**config.mk**
```make
export PLATFORM = sky130hd
export DESIGN_NAME = hdr_cksum_engine
export DESIGN_NICKNAME = d
export VERILOG_FILES = /design/src/rtl/hdr_cksum_engine.sv
export SDC_FILE = /design/constraint.sdc
export NUM_CORES = 1
export LEC_CHECK = 0
export BUFFER_PORTS_ARGS = -buffer_cell sky130_fd_sc_hd__buf_2
export CAP_MARGIN = 20
export CORE_AREA = 2 2 230 232
export CTS_CLUSTER_DIAMETER = 50
export DETAILED_ROUTE_END_ITERATION = 8
export DIE_AREA = 0 0 232 234
export PLACE_DENSITY = 0.58
export SYNTH_ARGS = -nofsm -noshare
export SYNTH_HDL_FRONTEND = slang
export SYNTH_SLANG_ARGS = --single-unit
```
**constraint.sdc**
```tcl
create_clock -name clk -period 7.9 [get_ports clk]
set_clock_uncertainty 0.1 [all_clocks]
set_input_delay 0.395 -clock clk [delete_from_list [all_inputs] [get_ports clk]]
set_output_delay 0.395 -clock clk [all_outputs]
set_load 0.05 [all_outputs]
```
**src/rtl/hdr_cksum_engine.sv**
```systemverilog
// -----------------------------------------------------------------------------
// hdr_cksum_engine
//
// Computes the 16-bit ones-complement Internet checksum over a byte span of
// the in-flight packet header. It is the responder side of the executor's
// checksum handshake. The engine reads the executor's header array live and
// adds two bytes per clock (a big-endian word). When the span is done, it
// folds the 32-bit accumulator and reports the complemented result with a
// one-cycle ready pulse.
//
// Ports
//   clk            rising-edge clock
//   rst            asynchronous, active-high reset
//   start_i        request strobe, only looked at while idle
//   pkt_hdr_i      header bytes, element 0 is first on the wire
//   field_start_i  first byte index of the span
//   field_len_i    span length in bytes (clamped to HDR_MAX_LEN)
//   cksum_ready_o  one-cycle pulse, cksum_val_o carries a fresh result
//   cksum_val_o    checksum result, held until the next result
// -----------------------------------------------------------------------------
module hdr_cksum_engine #(
  parameter int HDR_MAX_LEN = 64,
  parameter int ADDR_W      = 32,
  parameter int LEN_W       = 32
) (
  input  logic                           clk,
  input  logic                           rst,
  input  logic                           start_i,
  input  logic [HDR_MAX_LEN-1:0][7:0]    pkt_hdr_i,
  input  logic [ADDR_W-1:0]              field_start_i,
  input  logic [LEN_W-1:0]               field_len_i,
  output logic                           cksum_ready_o,
  output logic [15:0]                    cksum_val_o
);

  localparam int IDX_W = (HDR_MAX_LEN > 1) ? $clog2(HDR_MAX_LEN) : 1;
  localparam int REM_W = $clog2(HDR_MAX_LEN + 1) + 1;

  typedef enum logic [1:0] {
    IDLE = 2'd0,
    ACC  = 2'd1,
    FOLD = 2'd2
  } state_t;

  state_t             state, state_nxt;
  logic [31:0]        acc, acc_nxt;
  logic [ADDR_W-1:0]  ptr, ptr_nxt;
  logic [REM_W-1:0]   rem, rem_nxt;
  logic               ready_nxt;
  logic [15:0]        val_nxt;
  logic [REM_W-1:0]   len_clamp;
  logic [7:0]         byte_hi;
  logic [7:0]         byte_lo;

  // Bytes outside the header buffer read as zero. This includes indices
  // reached when ptr wraps.
  function automatic logic [7:0] hdr_byte(
    input logic [HDR_MAX_LEN-1:0][7:0] hdr,
    input logic [ADDR_W-1:0]           idx
  );
    logic [7:0] b;
    if (idx >= ADDR_W'(HDR_MAX_LEN)) b = 8'h00;
    else                             b = hdr[idx[IDX_W-1:0]];
    return b;
  endfunction

  // Fold the carries twice. The second add can carry at most once more, and
  // that carry cannot ripple out again.
  function automatic logic [15:0] fold_cksum(input logic [31:0] a);
    logic [16:0] s;
    s = {1'b0, a[15:0]} + {1'b0, a[31:16]};
    s = {1'b0, s[15:0]} + {16'h0000, s[16]};
    return ~s[15:0];
  endfunction

  assign len_clamp = (field_len_i > LEN_W'(HDR_MAX_LEN)) ? REM_W'(HDR_MAX_LEN)
                                                        : REM_W'(field_len_i);

  // On an odd tail only one byte is left. The missing low byte pads as zero.
  assign byte_hi = hdr_byte(pkt_hdr_i, ptr);
  assign byte_lo = (rem >= REM_W'(2)) ? hdr_byte(pkt_hdr_i, ptr + ADDR_W'(1)) : 8'h00;

  always_comb begin
    state_nxt = state;
    acc_nxt   = acc;
    ptr_nxt   = ptr;
    rem_nxt   = rem;
    ready_nxt = 1'b0;
    val_nxt   = cksum_val_o;
    case (state)
      IDLE: begin
        if (start_i) begin
          ptr_nxt   = field_start_i;
          acc_nxt   = '0;
          rem_nxt   = len_clamp;
          state_nxt = (len_clamp == '0) ? FOLD : ACC;
        end
      end
      ACC: begin
        acc_nxt = acc + {16'h0000, byte_hi, byte_lo};
        ptr_nxt = ptr + ADDR_W'(2);
        rem_nxt = (rem >= REM_W'(2)) ? rem - REM_W'(2) : '0;
        if (rem <= REM_W'(2)) state_nxt = FOLD;
      end
      FOLD: begin
        val_nxt   = fold_cksum(acc);
        ready_nxt = 1'b1;
        state_nxt = IDLE;
      end
      default: state_nxt = IDLE;
    endcase
  end

  always_ff @(posedge clk or posedge rst) begin
    if (rst) begin
      state         <= IDLE;
      acc           <= '0;
      ptr           <= '0;
      rem           <= '0;
      cksum_ready_o <= 1'b0;
      cksum_val_o   <= 16'h0000;
    end else begin
      state         <= state_nxt;
      acc           <= acc_nxt;
      ptr           <= ptr_nxt;
      rem           <= rem_nxt;
      cksum_ready_o <= ready_nxt;
      cksum_val_o   <= val_nxt;
    end
  end

endmodule

```
==> flow_metrics.py <==
metrics = {
    "status": {
        "run_status": "complete, no violations",
    },
    "yosys": {
        "yosys.area.top_type_share": 0.389,
        "synth.yosys.warnings": 0,
        "synth_area_um2": 15700,
        "synth_edf_count": 0,
        "yosysSeqAreaShare": 0.145,
        "synth-seq-cells": 91,
        "synth_top_cell_by_area": "mux4_2",
        "syn_avg_cell_area_um2": 10.9,
        "syn-num-nets": 2056,
        "ys_top_cells_by_area": "mux4_2, dfrtp_1, mux2i_1",
        "synthArstFlopShare": 1.00,
        "synthFlopType": "dfrtp_1",
        "postSynthCellCount": 1437,
        "yosys.cell_types.count": 91,
    },
    "route": {
        "drt-total-wl_um": 76400,
        "initial_drc_count": 1335,
        "routed-via-count": 16300,
        "drc_errors": 0,
        "routed_via_density": 6.10,
        "drtPass1Iterations": 5,
        "detail_route_antenna_nets": 0,
        "route.detailed.wl_per_inst_um": 28.6,
    },
    "layout": {
        "layout.cells.most_common_list": "buf_2, mux4_2, nand2_1",
        "area_growth_pct": 24.8,
        "final_layout_size_suffix_gt1_frac": 0.501,
        "fin_nets": 2556,
        "fin_cells": 2668,
        "layout_commonest_cell": "buf_2",
    },
    "die": {
        "rows": 84,
        "floorplan.io_pins": 596,
        "chip_height_um": 234,
        "chipWidth_um": 232,
        "core_area_um2": 52000,
        "floorplan.die_area_um2": 54300,
        "initial_utilization": 0.302,
    },
    "clock_network": {
        "clk_latency_ns": 0.36,
        "worst_setup_hold_path_clk_slew_ns": 0.07,
        "ctsResizeCount": 0,
        "clock_path_buffers": 2,
        "ctsRootBufferMaster": "clkbuf_16",
        "cts.repair_timing.setup_buffer_count": 0,
        "cts_htree_levels": 3,
        "clock_sinks": 91,
        "cts_buffers": 9,
        "cts_tree": "yes",
    },
    "critical_path": {
        "cp_max_fo": 35,
        "minimum_setup_slack_among_reg_to_reg_paths_ns": 1.07,
        "worst-endpoint-arrival_ns": 6.99,
        "required_worst_endpoint_ns": 8.06,
        "r2r-end": "acc[15]",
        "crit_path_start_kind": "register",
        "rr_worst_depth": 18,
        "end_kind": "register",
        "reg2reg_from": "ptr[0]",
        "timing_worst_setup_path_type": "register to register",
    },
    "run": {
        "cap_violations": 0,
    },
    "global_routing": {
        "grt_first_pass_wirelength_um": 109000,
        "pin_count_of_the_biggest_net_entering_global_routing": 116,
        "via_count_of_the_first_global_routing_pass": 16100,
        "grt_antenna_before_repair": 38,
        "grt.total_usage": 0.274,
        "globalRoute.totalOverflow": 0,
    },
    "sta": {
        "final-hold-violation-count": 0,
        "worst_slew_pin_slew_ns": 1.07,
        "min_period_over_period": 0.865,
        "setup_viol": 0,
        "slew_headroom": 0.284,
        "fmax_mhz": 146,
        "final.min_clock_period_ns": 6.83,
        "final_max_slew_viol_count": 0,
        "grt_setup_unrepaired": "false",
        "setup_ws_ns": 1.07,
        "totalNegativeSetupSlack_ns": 0,
    },
    "placement": {
        "global_placement_routability_congestion": 0.947,
        "dpl_worst_slack_ns": 1.20,
        "place_inst": 2613,
        "dp_hpwl_um": 63700,
        "io_buffer_count": 595,
    },
    "power_and_ir_drop": {
        "vdd_drop_max_mv": 0.276,
        "static_power_due_to_leakage_uw": 0.00814,
        "powerDensity_nw_per_um2": 352,
        "power_frac_clock": 0.064,
        "power_switching_share": 0.496,
        "p_switching_uw": 3430,
        "share_seq_of_total_power": 0.135,
        "power_frac_comb": 0.802,
        "power.internal_uw": 3480,
    },
    "hold_path": {
        "min_path_cells": 2,
        "hold_path.class": "input pin to register",
        "worst_hold_startpoint": "field_start_i[28]",
        "min_delay_worst_endpoint": "ptr[28]",
    },
}
-- power groups by stage --
stage | Combinational, uW | Clock (uW) | Sequential, uW
2_1_floorplan | 4040 | 0 | 848
3_3_place_gp | 5550 | 0 | 928
3_5_place_dp | 5570 | 0 | 938
4_1_cts | 5600 | 444 | 930
5_1_grt | 5860 | 466 | 965
6_report | 5540 | 439 | 930
-- sequential cells by signal, summed over array words and instances, names as in the netlist --
signal and count:
state 2, cksum_ready_o 1, ptr 32, cksum_val_o 16
acc 32, rem 8
-- cell type report --
type                    count  area (um^2)
clock inverters             6         46.3
fillers                  5198        32400
diodes                     38         95.1
flip-flops and latches     91         2290
clock buffers              10          239
repair buffers            622         3230
multi-input cells        1185        12700
inverters                  28          106
well taps                 688          861
-- logic make-up (layout without fill, tap and decap cells) --
| group | count (synthesis) | in the layout | synth area share |
|---|---|---|---|
| multiplexers | 361 | 361 | 0.468 |
| XOR/XNOR | 44 | 44 | 0.0245 |
| buffers and inverters | 161 | 666 | 0.0487 |
| AND/OR/NAND/NOR | 404 | 404 | 0.132 |
| flip-flops | 91 | 91 | 0.145 |
| other | 0 | 38 | 0 |
| adder cells (fa/ha/maj) | 40 | 40 | 0.0328 |
| AO/OA/AOI/OAI | 336 | 336 | 0.149 |
-- worst max path at each step --
stage	slack, ns	startpoint	to	depth (start not counted)
floorplan	2.39	ptr[0]	acc[29]	20
global placement	1.35	ptr[0]	acc[15]	18
detailed placement	1.20	ptr[0]	acc[15]	18
CTS	1.14	ptr[0]	acc[15]	18
global route	0.67	ptr[0]	acc[15]	18
finish	1.07	ptr[0]	acc[15]	18
-- cell usage after synthesis (all sizes together), types with 6 or more instances --
| library cell | n |
|---|---|
| mux4 | 292 |
| nand2 | 113 |
| nor2 | 93 |
| dfrtp | 91 |
| clkbuf | 72 |
| o21ai | 69 |
| mux2i | 62 |
| a21oi | 61 |
| buf | 60 |
| a211oi | 42 |
| ha | 38 |
| nand3 | 34 |
| nor3 | 33 |
| inv | 26 |
| xnor2 | 26 |
| a31oi | 21 |
| nor4 | 20 |
| o22ai | 18 |
| xor2 | 18 |
| and3 | 17 |
| a21o | 16 |
| nand4 | 16 |
| o211ai | 13 |
| nor2b | 11 |
| a22oi | 10 |
| and4 | 10 |
| o21a | 9 |
| o22a | 9 |
| or3 | 9 |
| a221oi | 8 |
| and2b | 8 |
| nor3b | 8 |
| and2 | 7 |
| mux2 | 7 |
| nand2b | 7 |
| or2 | 7 |
| a22o | 6 |
-- metal layers --
| layer | global-route usage | part of all wire |
|---|---|---|
| met5 | 0 | 0.00024 |
| met1 | 0.334 | 0.38 |
| met4 | 0.126 | 0.043 |
| met3 | 0.0432 | 0.068 |
| met2 | 0.477 | 0.51 |
-- stage by stage --
stage / utilization / cell area (um^2) / hold slack, ns / total power [uW]
floorplan: - / 15700 / 0.349 / 4890
global placement: 0.369 / 19200 / 0.328 / 6480
detailed placement: 0.369 / 19200 / 0.330 / 6510
CTS: 0.375 / 19500 / 0.180 / 6970
global route: 0.377 / 19600 / 0.174 / 7290
finish: 0.377 / 19600 / 0.170 / 6910
-- timing repair --
action,in CTS,in global routing
hold buffers,1,0
endpoints found under the hold margin,23,0
endpoints found under the setup margin,0,0
-- critical path, stage by stage (launching register included) --
cell       delay (ns)
dfrtp_4          0.79
ha_1             0.31
nand3_1          0.32
nor3_4           0.45
nand2_2          0.08
or4_1            0.49
a2111oi_0        0.45
and4_1           0.32
o221ai_4         0.26
a211oi_2         0.32
ha_1             0.29
a21o_1           0.16
a21o_1           0.21
a2111oi_0        0.64
or3b_2           0.26
a31oi_1          0.14
a221o_1          0.49
or3_1            0.37
a32o_1           0.25
Note: power is estimated with default switching activity, not from simulation.
